## src/rtl/sipo_rx.sv

```systemverilog
// UART receive shifter: recovers start/8-data/parity/stop frames from an oversampled
// serial line and presents each byte with a one-cycle valid strobe plus error flags.
module sipo_rx #(
  parameter int OVERSAMPLE = 16,
  parameter bit PARITY_ODD = 1'b0
) (
  input  logic       baud_clk,
  input  logic       reset,
  input  logic       data_rx,
  output logic [7:0] data_out,
  output logic       data_valid,
  output logic       parity_error,
  output logic       framing_error,
  output logic       active_flag
);

  localparam int TW = $clog2(OVERSAMPLE);
  localparam logic [TW-1:0] TICK_MID = TW'(OVERSAMPLE / 2 - 1);
  localparam logic [TW-1:0] TICK_END = TW'(OVERSAMPLE - 1);

  typedef enum logic [2:0] {
    IDLE,
    START,
    DATA,
    PARITY,
    STOP
  } state_t;

  state_t          state_reg, state_next;
  logic [2:0]      sync_reg;
  logic [TW-1:0]   tick_cnt_reg;
  logic [2:0]      bit_cnt_reg;
  logic [7:0]      shift_reg;
  logic            parity_bit_reg;
  logic            rx_s, rx_prev, tick_mid, tick_end;

  assign rx_s     = sync_reg[1];
  assign rx_prev  = sync_reg[2];
  assign tick_mid = (tick_cnt_reg == TICK_MID);
  assign tick_end = (tick_cnt_reg == TICK_END);

  // Two synchronizer stages plus one history flop for falling-edge detection.
  always_ff @(posedge baud_clk or posedge reset) begin
    if (reset) sync_reg <= 3'b111;
    else       sync_reg <= {sync_reg[1:0], data_rx};
  end

  always_ff @(posedge baud_clk or posedge reset) begin
    if (reset) state_reg <= IDLE;
    else       state_reg <= state_next;
  end

  always_comb begin
    state_next = state_reg;
    case (state_reg)
      IDLE:   if (rx_prev && !rx_s) state_next = START;
      START:  if (tick_mid) state_next = rx_s ? IDLE : DATA;
      DATA:   if (tick_end && bit_cnt_reg == 3'd7) state_next = PARITY;
      PARITY: if (tick_end) state_next = STOP;
      STOP:   if (tick_end) state_next = IDLE;
      default: state_next = IDLE;
    endcase
  end

  always_ff @(posedge baud_clk or posedge reset) begin
    if (reset) begin
      tick_cnt_reg   <= '0;
      bit_cnt_reg    <= '0;
      shift_reg      <= '0;
      parity_bit_reg <= 1'b0;
      data_out       <= 8'h00;
      data_valid     <= 1'b0;
      parity_error   <= 1'b0;
      framing_error  <= 1'b0;
    end else begin
      data_valid <= 1'b0;
      if (state_next != state_reg) tick_cnt_reg <= '0;
      else                         tick_cnt_reg <= tick_cnt_reg + 1'b1;

      case (state_reg)
        START: if (tick_mid) bit_cnt_reg <= '0;
        DATA: if (tick_end) begin
          shift_reg   <= {rx_s, shift_reg[7:1]};
          bit_cnt_reg <= bit_cnt_reg + 1'b1;
        end
        PARITY: if (tick_end) parity_bit_reg <= rx_s;
        STOP: if (tick_end) begin
          // A bad stop bit still delivers the byte; only the flag reports it.
          data_out      <= shift_reg;
          parity_error  <= ((^shift_reg) ^ parity_bit_reg) != PARITY_ODD;
          framing_error <= ~rx_s;
          data_valid    <= 1'b1;
        end
        default: ;
      endcase
    end
  end

  assign active_flag = (state_reg != IDLE);

endmodule

```

## config.mk

```make
export PLATFORM = sky130hd
export DESIGN_NAME = sipo_rx
export DESIGN_NICKNAME = d
export VERILOG_FILES = /design/src/rtl/sipo_rx.sv
export SDC_FILE = /design/constraint.sdc
export NUM_CORES = 1
export LEC_CHECK = 0
export CORE_MARGIN = 1
export CORE_UTILIZATION = 50
export CTS_CLUSTER_DIAMETER = 200
export DETAILED_ROUTE_END_ITERATION = 8
export PLACE_DENSITY = 0.68
export SETUP_SLACK_MARGIN = 0.05
export SLEW_MARGIN = 10
export SYNTH_ARGS = -nofsm -noshare
export SYNTH_HDL_FRONTEND = slang
export SYNTH_SLANG_ARGS = --single-unit
```

## constraint.sdc

```tcl
create_clock -name baud_clk -period 4.8 [get_ports baud_clk]
set_input_delay 0.96 -clock baud_clk [delete_from_list [all_inputs] [get_ports baud_clk]]
set_output_delay 0.96 -clock baud_clk [all_outputs]
set_load 0.005 [all_outputs]
```

Word level (Yosys, flattened, before mapping)
Cells that the tools add are included.
{ "word_totals": {"out_inout_bits": 12, "word_cells": 48, "mem_bits_ro": 0, "latch_bits": 0, "inputBits": 3, "ram_bits": 0, "regBits": 33, "mem_count": 0} }
{ "classes": {"n_eq_ne": 10, "reduce_logical": 11, "div": 0, "addsub": 2, "muxes": 13, "n_bitwise": 2, "shift": 0, "n_mul": 0, "order_cmp": 0} }
{ "op_table": {"columns": ["op", "n"], "rows": [
  ["$mux W3", 7],
  ["$pmux W3 S5", 1],
  ["$reduce_xor A8 Y1", 1],
  ["$eq A3 B2 Y1 const B", 2],
  ["$eq A3 B3 Y1 const B", 2],
  ["$pmux W3 S2", 1],
  ["$reduce_and A2 Y1", 3],
  ["$add A4 B1 Y4 const B", 1],
  ["$eq A4 B3 Y1 const B", 1],
  ["$eq A4 B4 Y1 const B", 1],
  ["$mux W4", 1],
  ["$ne A2 B2 Y1 const B", 2],
  ["$add A3 B1 Y3 const B", 1],
  ["$eq A3 B1 Y1 const B", 1],
  ["$logic_not A3 Y1", 1],
  ["$ne A3 B3 Y1", 1],
  ["$reduce_and A3 Y1", 1],
  ["$reduce_bool A3 Y1", 1],
  ["$logic_and A1 B1 Y1", 2],
  ["$mux W1", 2],
  ["$mux W2", 1],
  ["$reduce_bool A2 Y1", 1],
  ["$logic_not A1 Y1", 1],
  ["$not A1 Y1", 1],
  ["$xor A1 B1 Y1", 1]
]} }

Depth between registers and ports, before layout
{ "depth": {"word_depth": 6, "mapped_depth": 6, "ltp_nobuf": 6} }

Worst setup path before layout
No wires, ideal clock.
{ "synth_timing": {"path_kind": "register -> output", "start": "reg state_reg[1]", "end": "out active_flag", "t_arrival_ps": 866, "n_path_buf": 1, "slack_ps": 2974, "stages_incl_launch_ff": 4, "t_required_ps": 3840, "cell_sequence": "dfrtp_1 > buf_2 > nor3_1 > inv_1"} }
{ "synth_between": {"elab_chain_len": 1} }
{ "synth_rtl": {"columns": ["element", "line", "rtl"], "rows": [
  ["start, declared", "29", "state_t state_reg, state_next;"],
  ["start signal, assigned", "50", "else state_reg <= state_next;"],
  ["$reduce_bool A3 Y1", "99", "assign active_flag = (state_reg != IDLE);"],
  ["end, declared", "14", "output logic active_flag"]
]} }
No other way between the ends.

Final worst setup path
Same ends and word-level chain as after synthesis.

==> impl_results.md <==
- Post-route ant nets: 0
- Core ar.: 2805 sq um
- Post-route cell area: 1679 sq um
- Mapped Cells: 114
- Hold Path Cell Cnt: 0
- DIE HEIGHT: 56.78 microns
- Tot GR Track Use: 17.45%
- Peak Freq: 372.7 MHz
- # hold bufs at CTS: 0
- Synth unique cells: 30
- Pin count of the biggest net entering global routing: 34
- Max-cap violations: 0
- Startpoint Class: flop
- Failing checks: design-rule violations
- Maximum fanout along the worst path: 11
- Initial cell density of the core: 53.48%
- Type of the worst setup path: flop to output pin
- Fill cells: 236
- Rows: 19
- CP Capture Type: output pin
- Post-route DRC: 2
- Io pins: 15
- Wire per inst: 14.40 microns
- DP Area: 1620 sq um
- Worst path max stage delay: 0.50 ns
- Cell Pwr Density: 374.5 nW/um^2
- Syn Nets: 120
- Final worst-path cycle share: 55.90%
- Highest-count cells in the layout ignoring fill and taps: 30 x dfrtp_1, 18 x mux2_2, 14 x clkdlybuf4s50_1
- Setup tns final: 0 ns
- Commonest non-fill, non-tap cell in the layout: dfrtp_1
- Status: finished, violations left
- RR Startpoint: tick_cnt_reg[0]$_DFF_PP0_
- Worst r2r path cells: 4
- CTS H-tree lvls: 2
- Final slew viol count: 0
- Setup violations, final: 0
- Leak: 0.0008412 uW
- Vias/cell: 5.509
- Final hold violation count: 0
- CTS Buf Count: 5
- CTS tree: built
- Syn_area_per_cell: 13.16 sq um
- CTS Sinks: 33
- Clock Latency Late Sink: 0.33 ns
- Post_cts resized: 0
- Diodes inserted: 0
- Largest buffer count on any clock path: 2
- Initial antenna violation count: 0
- Peak supply drop: 235.3 uV
- Setup Fix Bufs, Post-CTS: 0
- Critical path's slowest cell: dfrtp_1
- Slew @ Worst Pin: 0.3975 ns
- R2r setup slk: 3.05 ns
- Global-route wire length before repair: 4.057 mm
- RSZ-0062 raised after global routing: false
- Hold Crit Class: flop to flop
- Clock slew at the register clock pins of the worst setup and hold paths: 0.10 ns
- IO buf count: 14
- Clock Skews: 0.008303 ns
- Via count: 887
- Pwr Total: 628.9 uW
- P&R area growth vs syn: 11.93%
- Register bit total from synthesis: 33
- Post-DP HPWL: 1.589 mm
- Relative slew slack: 73.50%
- Die width: 56.78 microns
- Die area: 3223 sq um
- Starting DRT DRC Count: 8
- Storage cell area: 829.5 sq um
- Hold EP: sync_reg[1]$_DFF_PP1_
- Req. time, crit path: 3.84 ns
- Mapped Area: 1500 sq um
- Initial DRT Pass Iterations: 6
- Hold Crit Start: sync_reg[0]$_DFF_PP1_
- Root Buffer: clkbuf_4
- Remaining Overflow, GRT: 0
- Critical path cell sequence: nor3_1 -> inv_1 -> clkdlybuf4s50_1
- Multi-input gate area: 589.3 sq um
- Layout cells sized above 1: 23.85%
- Post-synthesis sequential area ratio: 55.30%
- Final Critical Period: 2.683 ns
- Vias in the first global route: 936
- Final wirelength: 2.319 mm
- RD Place Congestion: 0.8084
- Crit Reg-Reg Endpoint: shift_reg[3]$_DFFE_PP0P_
- Critical Path AT: 1.72 ns
- Ys Warns: 0
- Number of nets in the layout: 135
-- worst max-delay path: cells and delay by family (launching register included) --
kind          cells  cell delay (ns)
buf+inv           2             0.52
flops             1             0.50
simple gates      1             0.38
-- Yosys cell counts --
master | number | area, sq um
dfrtp_1 | 30 | 750.7
mux2_2 | 18 | 202.7
nor2_1 | 9 | 33.78
buf_6 | 5 | 56.30
xnor2_1 | 5 | 43.79
inv_1 | 4 | 15.01
nand2_1 | 4 | 15.01
o21ai_0 | 4 | 20.02
xor2_1 | 4 | 35.03
dfstp_2 | 3 | 78.83
ha_1 | 3 | 37.54
a22o_1 | 2 | 17.52
and3b_1 | 2 | 17.52
and4b_1 | 2 | 20.02
buf_2 | 2 | 10.01
nand3_1 | 2 | 10.01
nor2b_1 | 2 | 12.51
a221o_1 | 1 | 10.01
a221oi_1 | 1 | 8.760
a222oi_1 | 1 | 10.01
a31o_2 | 1 | 8.760
a41o_1 | 1 | 10.01
and3_1 | 1 | 6.260
and3b_4 | 1 | 12.51
nand3_2 | 1 | 10.01
nor3_1 | 1 | 5.000
nor3b_1 | 1 | 7.510
o21a_1 | 1 | 7.510
o21ai_1 | 1 | 5.000
xnor3_1 | 1 | 22.52
-- per-stage QoR --
step | utilization (%) | hold WS, ns | instances | setup WS [ns]
2_1_floorplan | - | 0.3452 | 114 | 2.974
3_3_place_gp | 57.76 | 0.3468 | 153 | 2.557
3_5_place_dp | 57.76 | 0.3501 | 153 | 2.491
4_1_cts | 59.86 | 0.3633 | 161 | 2.105
5_1_grt | 59.86 | 0.3672 | 161 | 1.996
6_report | 59.86 | 0.3617 | 161 | 2.117
-- metal layers --
| metal | track usage [%] | wire length [microns] | vias to the layer above |
|---|---|---|---|
| met5 | 0 | 0 | - |
| met4 | 13.59 | 63 | 0 |
| met3 | 4.608 | 85 | 8 |
| met2 | 27.72 | 1164 | 15 |
| met1 | 19.94 | 1005 | 438 |
| li1 | - | - | 426 |
-- where the power goes --
group	leakage [uW]	total, uW	switching (uW)	internal [uW]
clock	0.0000326	157	84.5	72.2
combinational	0.000368	120	59.4	60.7
sequential	0.000441	352	45.5	307
-- worst max-delay path by stage --
stage | startpoint | to | slack, ns | cells past startpoint
after floorplan | state_reg[1]$_DFF_PP0_ | active_flag | 2.97 | 3
after global placement | state_reg[1]$_DFF_PP0_ | active_flag | 2.56 | 3
after detailed placement | state_reg[1]$_DFF_PP0_ | active_flag | 2.49 | 3
after CTS | state_reg[1]$_DFF_PP0_ | active_flag | 2.11 | 3
after global routing | state_reg[1]$_DFF_PP0_ | active_flag | 2.00 | 3
final | state_reg[1]$_DFF_PP0_ | active_flag | 2.12 | 3
-- layout make-up --
| class | instances | area share [%] |
|---|---|---|
| inverter | 4 | 0.8942 |
| multi-input combinational | 70 | 35.10 |
| timing repair buffer | 15 | 8.793 |
| tap | 31 | 2.310 |
| sequential | 33 | 49.40 |
| clock buffer | 8 | 3.502 |
-- cell families after synthesis --
group           share of synthesized area [%]
flops                                   55.30
buf+inv                                 5.421
compound gates                          6.506
mux                                     13.51
xor+xnor                                6.755
fa+ha+maj                               2.502
simple gates                            10.01
No activity file was read; power rests on OpenSTA's default activity.
